<file path="config.mk">
export PLATFORM = sky130hd
export DESIGN_NAME = sm_result_collector
export DESIGN_NICKNAME = d
export VERILOG_FILES = /design/src/rtl/sm_result_collector_pkg.sv /design/src/rtl/sm_res_fifo.sv /design/src/rtl/sm_result_collector.sv
export SDC_FILE = /design/constraint.sdc
export NUM_CORES = 1
export LEC_CHECK = 0
export CAP_MARGIN = 10
export CORE_ASPECT_RATIO = 0.6
export CORE_UTILIZATION = 53
export DETAILED_ROUTE_END_ITERATION = 12
export PLACE_DENSITY = 0.71
export SLEW_MARGIN = 20
export SYNTH_ARGS = -nofsm -noshare
export SYNTH_HDL_FRONTEND = slang
export SYNTH_SLANG_ARGS = --single-unit
</file>
<file path="constraint.sdc">
create_clock -name clk -period 10.8 [get_ports clk]
set_input_delay 2.16 -clock clk [delete_from_list [all_inputs] [get_ports clk]]
set_output_delay 2.16 -clock clk [all_outputs]
set_load 0.01 [all_outputs]
</file>
<file path="src/rtl/sm_result_collector_pkg.sv">
// Shared definitions for the stack-machine result collector.
// Holds the field widths, the err_code constants, the FSM state encoding
// and the saturating counter helper. Optional macro: SM_RES_ERRCNT_EN.
package sm_result_collector_pkg;

    localparam int DATA_W  = 20;
    localparam int PC_W    = 10;
    localparam int ERR_W   = 3;
    localparam int CNT_W   = 10;
    localparam int ENTRY_W = DATA_W + ERR_W + PC_W;

    localparam logic [CNT_W-1:0] CNT_MAX = 10'd1023;

    localparam logic [ERR_W-1:0] ERR_NONE  = 3'b000;
    localparam logic [ERR_W-1:0] ERR_FULL  = 3'b001;
    localparam logic [ERR_W-1:0] ERR_UND   = 3'b010;
    localparam logic [ERR_W-1:0] ERR_EMPTY = 3'b100;

    typedef enum logic [1:0] {
        ST_IDLE    = 2'd0,
        ST_COLLECT = 2'd1,
        ST_DRAIN   = 2'd2,
        ST_DONE    = 2'd3
    } state_t;

    // Increment that sticks at CNT_MAX instead of wrapping.
    function automatic logic [CNT_W-1:0] sat_inc(input logic [CNT_W-1:0] v);
        return (v == CNT_MAX) ? v : v + 10'd1;
    endfunction

endpackage

</file>
<file path="src/rtl/sm_res_fifo.sv">
// DEPTH-entry result FIFO with full/empty flags and simultaneous push/pop.
// A push into a full FIFO is accepted only when a pop happens on the same
// edge. The head is presented combinationally from storage and forced to
// zero while the FIFO is empty.
module sm_res_fifo
    import sm_result_collector_pkg::*;
#(
    parameter int DEPTH = 8
) (
    input  logic               clk,
    input  logic               rst,
    input  logic               push_i,
    input  logic [ENTRY_W-1:0] din_i,
    input  logic               pop_i,
    output logic [ENTRY_W-1:0] dout_o,
    output logic               full_o,
    output logic               empty_o
);

    localparam int AW = $clog2(DEPTH);

    logic [ENTRY_W-1:0] mem_q [DEPTH];
    logic [AW-1:0]      wr_ptr_q;
    logic [AW-1:0]      rd_ptr_q;
    logic [AW:0]        count_q;
    logic [AW:0]        count_d;
    logic               do_push;
    logic               do_pop;

    assign empty_o = (count_q == '0);
    assign full_o  = (count_q == (AW+1)'(DEPTH));
    assign do_pop  = pop_i && !empty_o;
    assign do_push = push_i && (!full_o || do_pop);
    assign dout_o  = empty_o ? '0 : mem_q[rd_ptr_q];

    // Next occupancy from the accepted push/pop pair.
    always_comb begin
        count_d = count_q;
        if (do_push && !do_pop) begin
            count_d = count_q + (AW+1)'(1);
        end else if (do_pop && !do_push) begin
            count_d = count_q - (AW+1)'(1);
        end
    end

    // Pointer and occupancy registers; reset empties the FIFO.
    always_ff @(posedge clk) begin
        if (rst) begin
            wr_ptr_q <= '0;
            rd_ptr_q <= '0;
            count_q  <= '0;
        end else begin
            if (do_push) begin
                wr_ptr_q <= wr_ptr_q + AW'(1);
            end
            if (do_pop) begin
                rd_ptr_q <= rd_ptr_q + AW'(1);
            end
            count_q <= count_d;
        end
    end

    // Entry storage; contents are don't-care once the pointers are reset.
    always_ff @(posedge clk) begin
        if (do_push) begin
            mem_q[wr_ptr_q] <= din_i;
        end
    end

endmodule

</file>
<file path="src/rtl/sm_result_collector.sv">
// Stack-machine result collector: queues {data, err, pc} results in a FIFO,
// counts good and error results, flags dropped entries and reports done
// once the program has finished and every entry has been drained.
// Optional macro: SM_RES_ERRCNT_EN enables the per-class error counters.
//
// Downstream handshake: res_valid is high whenever the FIFO holds an entry;
// the head fields are stable while res_valid=1 and res_ready=0; an entry is
// consumed on every rising edge where res_valid=1 and res_ready=1.
module sm_result_collector
    import sm_result_collector_pkg::*;
#(
    parameter int DEPTH = 8
) (
    input  logic              clk,
    input  logic              rst,
    input  logic              d_valid,
    input  logic [DATA_W-1:0] out_data,
    input  logic [ERR_W-1:0]  err_code,
    input  logic [PC_W-1:0]   pc,
    input  logic              fin,
    output logic              res_valid,
    input  logic              res_ready,
    output logic [DATA_W-1:0] res_data,
    output logic [ERR_W-1:0]  res_err,
    output logic [PC_W-1:0]   res_pc,
    output logic [CNT_W-1:0]  n_ok,
    output logic [CNT_W-1:0]  n_err,
    output logic [CNT_W-1:0]  n_full,
    output logic [CNT_W-1:0]  n_und,
    output logic [CNT_W-1:0]  n_empty,
    output logic              overflow,
    output logic              done,
    output logic [1:0]        dbg_state_o
);

    state_t             state_q;
    logic               fifo_full;
    logic               fifo_empty;
    logic [ENTRY_W-1:0] fifo_dout;
    logic               accepting;
    logic               pop;
    logic               push_req;
    logic               push_ok;
    logic               drop;
    logic [CNT_W-1:0]   n_ok_q;
    logic [CNT_W-1:0]   n_err_q;
    logic               overflow_q;

    // Results are only taken before the program has finished.
    assign accepting = (state_q == ST_IDLE) || (state_q == ST_COLLECT);
    assign pop       = res_ready && !fifo_empty;
    assign push_req  = d_valid && accepting;
    assign push_ok   = push_req && (!fifo_full || pop);
    assign drop      = push_req && fifo_full && !pop;

    sm_res_fifo #(
        .DEPTH (DEPTH)
    ) u_fifo (
        .clk     (clk),
        .rst     (rst),
        .push_i  (push_ok),
        .din_i   ({out_data, err_code, pc}),
        .pop_i   (pop),
        .dout_o  (fifo_dout),
        .full_o  (fifo_full),
        .empty_o (fifo_empty)
    );

    // Program-phase FSM: collect until fin, then drain until the FIFO is empty.
    always_ff @(posedge clk) begin
        if (rst) begin
            state_q <= ST_IDLE;
        end else begin
            case (state_q)
                ST_IDLE:    if (d_valid || fin) state_q <= ST_COLLECT;
                ST_COLLECT: if (fin)            state_q <= ST_DRAIN;
                ST_DRAIN:   if (fifo_empty)     state_q <= ST_DONE;
                ST_DONE:    state_q <= ST_DONE;
                default:    state_q <= ST_IDLE;
            endcase
        end
    end

    // Good/error counters for accepted entries and the sticky drop flag.
    always_ff @(posedge clk) begin
        if (rst) begin
            n_ok_q     <= '0;
            n_err_q    <= '0;
            overflow_q <= 1'b0;
        end else begin
            if (push_ok) begin
                if (err_code == ERR_NONE) begin
                    n_ok_q <= sat_inc(n_ok_q);
                end else begin
                    n_err_q <= sat_inc(n_err_q);
                end
            end
            if (drop) begin
                overflow_q <= 1'b1;
            end
        end
    end

`ifdef SM_RES_ERRCNT_EN
    logic [CNT_W-1:0] n_full_q;
    logic [CNT_W-1:0] n_und_q;
    logic [CNT_W-1:0] n_empty_q;

    // Per-class error counters; codes outside the known set count nowhere here.
    always_ff @(posedge clk) begin
        if (rst) begin
            n_full_q  <= '0;
            n_und_q   <= '0;
            n_empty_q <= '0;
        end else if (push_ok) begin
            case (err_code)
                ERR_FULL:  n_full_q  <= sat_inc(n_full_q);
                ERR_UND:   n_und_q   <= sat_inc(n_und_q);
                ERR_EMPTY: n_empty_q <= sat_inc(n_empty_q);
                default:   ;
            endcase
        end
    end

    assign n_full  = n_full_q;
    assign n_und   = n_und_q;
    assign n_empty = n_empty_q;
`else
    assign n_full  = '0;
    assign n_und   = '0;
    assign n_empty = '0;
`endif

    assign res_valid   = !fifo_empty;
    assign res_data    = fifo_dout[ENTRY_W-1 -: DATA_W];
    assign res_err     = fifo_dout[PC_W +: ERR_W];
    assign res_pc      = fifo_dout[PC_W-1:0];
    assign n_ok        = n_ok_q;
    assign n_err       = n_err_q;
    assign overflow    = overflow_q;
    assign done        = (state_q == ST_DONE);
    assign dbg_state_o = state_q;

endmodule
</file>
==> impl_summary.md <==
Detailed routing
After detailed routing, the met2 layer carries around 11 mm of wire. After detailed routing, the met3 layer carries 1.50 mm of wire. The highest metal layer with signal wires is met4. In the routed design, unresolved DRC markers number 0. In the final routed layout, each cell accounts on average for 21.0 um. The overall via count from detail_route is 6274. The wire length the detailed router placed on met1 is 10.2 mm. The first TritonRoute pass finished after 4 iterations. The detail route stage leaves a number of antenna-violating nets equal to 0. The routed design has between 20 and 25 mm of wire. The number of DRC markers after the initial detailed-route iteration is 399.

Using the TritonRoute via totals, the vias-per-cell ratio works out to 5.69.

Worst setup path
STA classifies the critical path endpoint as an output pin. Setup slack on the worst reg-to-reg path comes out at 7.48 ns. The category of the worst setup path launch point is a register. The worst register-to-register path ends at u_fifo.count_q[3]. The worst path required time is 8.64 ns. The largest fanout of any net on the critical path is 46.

The arrival time of data at the critical path endpoint is 3.47 ns. The setup path with the least slack is of type reg2out. The most critical setup path has its endpoint at res_err[1].

Counting cells, the worst reg-to-reg path comes to 10. The startpoint identified for the worst register-to-register timing path is u_fifo.count_q[0].

Pwr
The analysis attributes to cell leakage a power of 4.45 nW. The total design power is 3.07 mW. The power per cell area is 217 nW/um^2. Across the VDD grid, the largest voltage drop is around 0.12 mV.

CTS
The count of instances resized after the clock tree is built is 0. The clock insertion delay at the later pin of the skew report is 0.52 ns. CTS built an H-tree with a depth of 1. Counting along the longest clock path gives a buffer depth of 3. The post-CTS setup buffer count is 0. Clock-pin slew was measured on the worst setup and hold paths at around 0.060 ns. The TritonCTS clock tree is built.

Counting every sink on the clock net gives 300. In this run, CTS created clock tree buffers numbering 27. The cell at the root of the clock tree is clkbuf_16. For this design, the CTS-stage hold fixing added 0 buffers.

Global routing
The total global routing overflow is 0. The maximum number of pins on one net before global-route repair is 67. The number of global-route vias before repair is 6502.

The number of antenna violations at the first check in global routing is 0. Across every metal layer, demand over resource in global routing totals about a fifth. The first global-routing pass estimated 36.4 mm of wire.

Floorplanning
The horizontal die dimension is 196 um. The floorplan has 42 rows. The number of primary I/O pins is 126. The region available for standard cell placement spans 22100 sq um. The floorplan step set the die height to about 120 um. The die covers approximately 23000 sq um. The initial utilization of the core area, before any placement, comes to 54.3%.

STA
The ratio of final minimum period to clock period is a little over half. The relative slew slack is 31.6%. The final-report hold violation count is 0. The final total negative setup slack is 0 ns. The largest clock skew in the final design is 0.00698 ns. Counting I/O delays and the setup requirement, the final critical path takes 5.63 ns. Setup repair after global routing left no endpoint under its margin. For the pin with the worst max-slew slack, the measured transition is 1.03 ns. Setup violations remaining at the end of the flow were counted as 0. The maximum operating frequency is around 180 MHz.

The final count of pins violating max slew is 0. On the final layout, the worst hold slack is 0.488 ns. The minimum setup slack in the final design is 5.17 ns.

Hold path
The path class of the tightest hold or removal check is reg2reg.

Synthesis
The synthesized design spends more area on one cell type than any other, namely edfxtp_1. After synthesis, the share of flip-flops with an asynchronous set or reset is 0%. Counting instances in the post-synthesis netlist gives the leading cell types as edfxtp_1 (264), mux4_2 (66), nor2_1 (54), dfxtp_1 (36), mux2i_1 (35). During synthesis, Yosys emitted a total of 0 warnings. The number of enable flip-flop cells after synthesis is 264. The top cell type's share of synthesized area is about two thirds.

The cell area that synthesis handed to floorplanning was about 12000 sq um. Ranked by total cell area, the synthesized netlist is headed by edfxtp_1 (66%), mux4_2 (12%), dfxtp_1 (6.0%). The register area share after synthesis is 72.0%. The number of different library cells in the post-synthesis netlist is 43.

Among all flip-flop cells after synthesis, the most frequent one is edfxtp_1. The count of mapped cells out of synthesis is 666. The most repeated cell in the gate-level netlist after synthesis is edfxtp_1. The mean cell area of the mapped netlist is 18.0 sq um. In this run, synthesis produced a sequential element count of 300.

Finish
Counting the fill cells in the layout gives 1515. From synthesis to final layout, the design area changed by 18.1%. The number of antenna repair diodes is 0. The ratio of cells with drive above 1 in the final layout is 18.4%.

After routing the design area is 14200 sq um. The final-stage net count is 821.

Placed design
The number of input and output port buffers inserted is 95. After detailed placement, the total cell area comes to 13300 sq um. The HPWL reported at the end of detailed placement is 13.4 mm. Timing analysis after detailed placement gives a worst setup slack of 5.59 ns. Routability-driven placement finished with a final weighted congestion of 0.766.

Flow run
Across the run, the number of max-cap violations was 0.

Status
The run finished with clean final reports.
-- sequential cells by signal, summed over array words and instances (netlist names), named ones only --
signal           flops
u_fifo.mem_q       264
n_err               10
n_ok                10
u_fifo.count_q       4
u_fifo.rd_ptr_q      3
u_fifo.wr_ptr_q      3
dbg_state_o          2
overflow             1
-- kinds of logic (layout without fill, tap and decap cells) --
family | count (synthesis) | after routing | share of synthesized area, %
AO/OA/AOI/OAI | 49 | 49 | 2.53
buffers and inverters | 66 | 166 | 3.06
XOR/XNOR | 6 | 6 | 0.438
other | 1 | 30 | 0.0312
adder cells (fa/ha/maj) | 8 | 8 | 0.896
multiplexers | 104 | 104 | 15.6
AND/OR/NAND/NOR | 132 | 132 | 5.44
flip-flops | 300 | 300 | 72.0
-- metrics by stage --
stage,utilization (%),cells
floorplan,-,695
global placement,60.1,1054
detailed placement,60.1,1054
CTS,64.0,1103
global route,64.1,1103
finish,64.1,1103
-- layout make-up --
class | count | area (sq um) | share of cell area, %
Sequential cell | 300 | 8660 | 61.1
Inverter | 6 | 22.5 | 0.159
Clock inverter | 12 | 63.8 | 0.450
Clock buffer | 37 | 807 | 5.69
Timing Repair Buffer | 111 | 1070 | 7.55
Multi-Input combinational cell | 329 | 3170 | 22.4
Tap cell | 308 | 385 | 2.72
-- worst min-delay path by stage --
stage                        from  depth (start not counted)       end  slack, ns
2_1_floorplan  u_fifo.rd_ptr_q[1]                          2  register       0.45
3_3_place_gp   u_fifo.rd_ptr_q[1]                          2  register       0.45
3_5_place_dp   u_fifo.rd_ptr_q[1]                          2  register       0.48
4_1_cts        u_fifo.rd_ptr_q[1]                          2  register       0.49
5_1_grt        u_fifo.rd_ptr_q[1]                          2  register       0.52
6_report       u_fifo.rd_ptr_q[1]                          2  register       0.49
-- critical path, stage by stage, from the launching register on --
cell             delay [ns]
dfxtp_4                0.63
buf_4                  0.79
mux4_2                 0.59
mux2i_1                0.31
nor2_1                 0.09
clkdlybuf4s50_1        0.51
-- placed cells by master (no fill, tap or decap), types with 3 or more instances in the layout --
cell type / count
nor3_1: 5
or3_1: 6
nand2b_1: 4
nand3_1: 16
clkbuf_8: 3
clkinvlp_4: 3
xor2_1: 4
or4_1: 11
o21ai_0: 4
nor2_1: 51
clkbuf_1: 4
inv_1: 6
ha_1: 7
clkinv_1: 3
o31ai_1: 11
buf_4: 16
nor2_4: 4
mux2_2: 3
mux2i_1: 35
edfxtp_1: 264
a21oi_1: 23
conb_1: 30
clkbuf_16: 30
mux4_2: 66
nand2_1: 12
nor2b_1: 5
dfxtp_1: 33
nor3_2: 5
clkdlybuf4s50_1: 95
clkinv_2: 6
-- layer usage --
layer | vias to the layer above | global-route usage, %
li1 | 2813 | -
met1 | 3214 | 30.0
met2 | 212 | 32.0
met3 | 35 | 4.28
met4 | 0 | 4.39
met5 | - | 0
-- where the power goes --
group	switching (mW)	leakage, nW	internal, mW	total (mW)
registers	0.0736	2.69	1.32	1.40
clock network	0.400	0.425	0.523	0.924
logic	0.344	1.34	0.411	0.755
total	0.818	4.45	2.26	3.07
Power figures use the tool's default switching activity.
==> variant 1 (config.mk and constraints unchanged) <==
The package constant `CNT_W` goes from 10 to 20.
--- a/src/rtl/sm_result_collector_pkg.sv
+++ b/src/rtl/sm_result_collector_pkg.sv
@@ -6,7 +6,7 @@
     localparam int DATA_W  = 20;
     localparam int PC_W    = 10;
     localparam int ERR_W   = 3;
-    localparam int CNT_W   = 10;
+    localparam int CNT_W   = 20;
     localparam int ENTRY_W = DATA_W + ERR_W + PC_W;
 
     localparam logic [CNT_W-1:0] CNT_MAX = 10'd1023;
Ports: changed (5 resized); port bits go from 126 to 176. No check against the original RTL was run, so the function may have changed too.
==> variant 1 against the original RTL <==
Sequential cell count rose by 20. Fmax rose by 0.89%. Cell area rose by 9.5%. Setup slack improved by 0.050 ns. Routed wire length rose by 7.3%. Largest cell class unchanged. Worst hold slack got worse by 0.0039 ns. Count of clock-buffer cells in the layout rose by 2. Total power rose by 7.2%. Area after synthesis rose by 9.7%. Via count rose by 10%. Global-route usage fell by 0.72 points. Register-to-register slack barely moved.
==> variant 1: results (changes against the original RTL) <==
* Status: finished clean
* First drt pass iteration count at 5 (+1)
* Metal2 WL at 11,200 um (+2.2%)
* Total CTS buffers at 28 (+3.7%)
* LEAKAGE at 4.94 nW (+11%)
* Clk power at 1.09 mW (+18%)
* Largest fanout on the critical path at 34 (-26%)
* Area contributors post-synth: edfxtp_1, mux4_2, dfxtp_1
* Combinational power at 757 uW (about the same)
* M1 WL at 11,900 um (+17%)
* Clk_buf instances at 39 (+5.4%)
* Post-Place Worst Slack at 5.55 ns (-0.0344 ns)
* Later-pin clock latency in the skew report at 0.54 ns (+0.02 ns)
* DR vias at 6,902 (+10%)
* Die area at 25,500 um^2 (+9.6%)
* Worst path max stage delay at 0.77 ns (-0.02 ns)
* Buffers, non-clock at 127 (+14%)
* Wire length on met3 at 1380 um (-7.7%)
* Signal buffers share of area at 0.0796 (+0.00407)
* GP Congestion at 0.758 (-1.0%)
* Nonclk inv count at 12 (+6)
* Slowest CP cell: dfxtp_4
* Overall routed net length at 24,800 um (+7.3%)
* Synth Instances at 800 (+20%)
* Sequential cell area share at 0.583 (-0.0274)
* Met3 Use GR at 0.0400 (-0.00278)
* Comb_multi_in at 435 (+32%)
==> variant 1: kinds of logic (layout without fill, tap and decap cells) <==
kind of cell / Yosys count / count (layout) / synth area share
AOI/OAI and AO/OA: 57 / 57 / 0.0263
xor gates and xnor gates: 25 / 25 / 0.0166
adders and majority gates: 8 / 8 / 0.00817
buffers and inverters: 104 / 191 / 0.0488
DFF: 320 / 320 / 0.687
muxes: 103 / 103 / 0.141
other: 1 / 60 / 0.000285
and+or+nand+nor: 182 / 182 / 0.0717
==> variant 1: path summary, 6_finish.rpt <==
check | from | cells past startpoint | slack [ns] | endpoint
hold reg to reg | overflow | 2 | 0.48 | overflow
hold / removal | overflow | 2 | 0.48 | overflow
setup / recovery | register | 5 | 5.22 | res_pc[5]
setup reg to reg | u_fifo.count_q[0] | 12 | 7.47 | u_fifo.count_q[3]
==> variant 1: worst min-delay path: cells and delay by family (launching register included) <==
| family | cells | cell delay, ns |
|---|---|---|
| compound gates | 1 | 0.04 |
| simple gates | 1 | 0.07 |
| flops | 1 | 0.33 |
==> variant 2 (same settings) <==
Made on the original files. Put one more register stage on the output `n_err`. The value now appears one clock later. The other outputs are not delayed to match.
--- a/src/rtl/sm_result_collector.sv
+++ b/src/rtl/sm_result_collector.sv
@@ -136,7 +136,9 @@
     assign res_err     = fifo_dout[PC_W +: ERR_W];
     assign res_pc      = fifo_dout[PC_W-1:0];
     assign n_ok        = n_ok_q;
-    assign n_err       = n_err_q;
+    always_ff @(posedge clk) begin
+        n_err <= n_err_q;
+    end
     assign overflow    = overflow_q;
     assign done        = (state_q == ST_DONE);
     assign dbg_state_o = state_q;
Check against the original RTL: not equivalent (a bounded check fails within 4 cycles, from zero or initial values and one cycle with rst high).
==> variant 2 against the original RTL <==
Cell count unchanged. Cell area up 1.8%. Synthesized cell count down 0.15%. Critical path depth unchanged. Sequential cell count up 10. Area after synthesis up 1.6%. Routed wire length up 2.4%. Via count down 0.78%. Worst hold slack worse by 0.10 ns. Clock power up 11%. Total power up 4.5%. Setup slack better by 0.035 ns. Global-route usage up 0.17 points. Largest cell class unchanged.
==> variant 2: results (changes against the original RTL) <==
* CTS resizes at 0 (unchanged)
* Post-layout net count at 819 (-0.24%)
* LEAKAGE at 4.58 nW (+2.9%)
* Filler cells at 1,543 (+1.8%)
* Post-Place Worst Slack at 5.50 ns (-0.0921 ns)
* Distinct cells, synth at 44 (+2.3%)
* First drt pass iteration count at 5 (+1)
* Hold Crit Depth at 0 (-2)
* Switching Fraction at 0.259 (-0.00698)
* Synth Instances at 665 (-0.15%)
* Status: finished clean
* Layout cells sized above 1 at 0.180 (-0.00377)
* Area contributors post-synth: edfxtp_1, mux4_2, dfxtp_1
* Worst reg2reg path depth at 11 (+1)
* Total CTS buffers at 28 (+3.7%)
* Met3 Use GR at 0.0349 (-0.00796)
* Seq/Total Area, Yosys at 0.725 (+0.00481)
* Total GRT Usage at 0.207 (+0.00174)
* Largest fanout on the critical path at 46 (unchanged)
* Vias in the first global route at 6,441 (-0.94%)
* Slew @ Worst Pin at 1.10 ns (+0.0738 ns)
* Hold Path Class: reg -> reg
* First-pass GRT wire length at 36,500 um (+0.29%)
* Metal2 WL at 11,500 um (+5.0%)
* Placed cell areas at 13,500 um^2 (+1.3%)
* Post-DP HPWL at 13,700 um (+2.2%)
* Routed len/inst at 21.5 um (+2.4%)
* Post-synth top cells: edfxtp_1, mux4_2, nor2_1, dfxtp_1, mux2i_1
* Initial DRC count at 400 (+0.25%)
* Peak supply drop at 0.159 mV (+32%)
* M1 WL at 10,800 um (+5.5%)
* GP Congestion at 0.771 (+0.60%)
* Vias per std cell at 5.64 (-0.78%)
* Clk_skew at 0.0162 ns (+0.00923 ns)
## variant 2: cell types whose count changed after synthesis, sizes merged, moves of 4 or more
cell | unedited run | this run
dfxtp | 36 | 46
a21oi | 23 | 19
nand3 | 16 | 9
nor3 | 11 | 6
o31ai | 11 | 6
o41ai | 2 | 6
## variant 2: cell type report
type                            instances  area [um^2]  area share
Inverter                                6         22.5     0.00156
Clock buffer                           35          748      0.0519
Tap cell                              308          385      0.0267
Sequential cell                       310         8860       0.614
Multi-Input combinational cell        318         3150       0.218
Timing Repair Buffer                  109         1060      0.0732
Clock inverter                         17          213      0.0147
## variant 2: power by group through the flow
stage	Sequential (mW)	Clock (mW)	Combinational, mW
2_1_floorplan	1.41	0	0.511
3_3_place_gp	1.45	0	0.748
3_5_place_dp	1.46	0	0.760
4_1_cts	1.44	1.04	0.767
5_1_grt	1.44	1.09	0.816
6_report	1.43	1.03	0.753
## variant 2: logic make-up after synthesis
logic type,share of synthesized area
multiplexers,0.155
flip-flops,0.725
AND/OR/NAND/NOR,0.0512
buffers and inverters,0.0304
XOR/XNOR,0.00431
other,0.000307
AO/OA/AOI/OAI,0.0248
adder cells (fa/ha/maj),0.00882
## variant 2: final timing paths
| path | start | slack (ns) | endpoint |
|---|---|---|---|
| setup / recovery | register | 5.21 | res_data[9] |
| hold / removal | n_err_q[1] | 0.39 | n_err[1] |
| setup reg to reg | u_fifo.count_q[0] | 6.95 | u_fifo.count_q[3] |
| hold reg to reg | n_err_q[1] | 0.39 | n_err[1] |
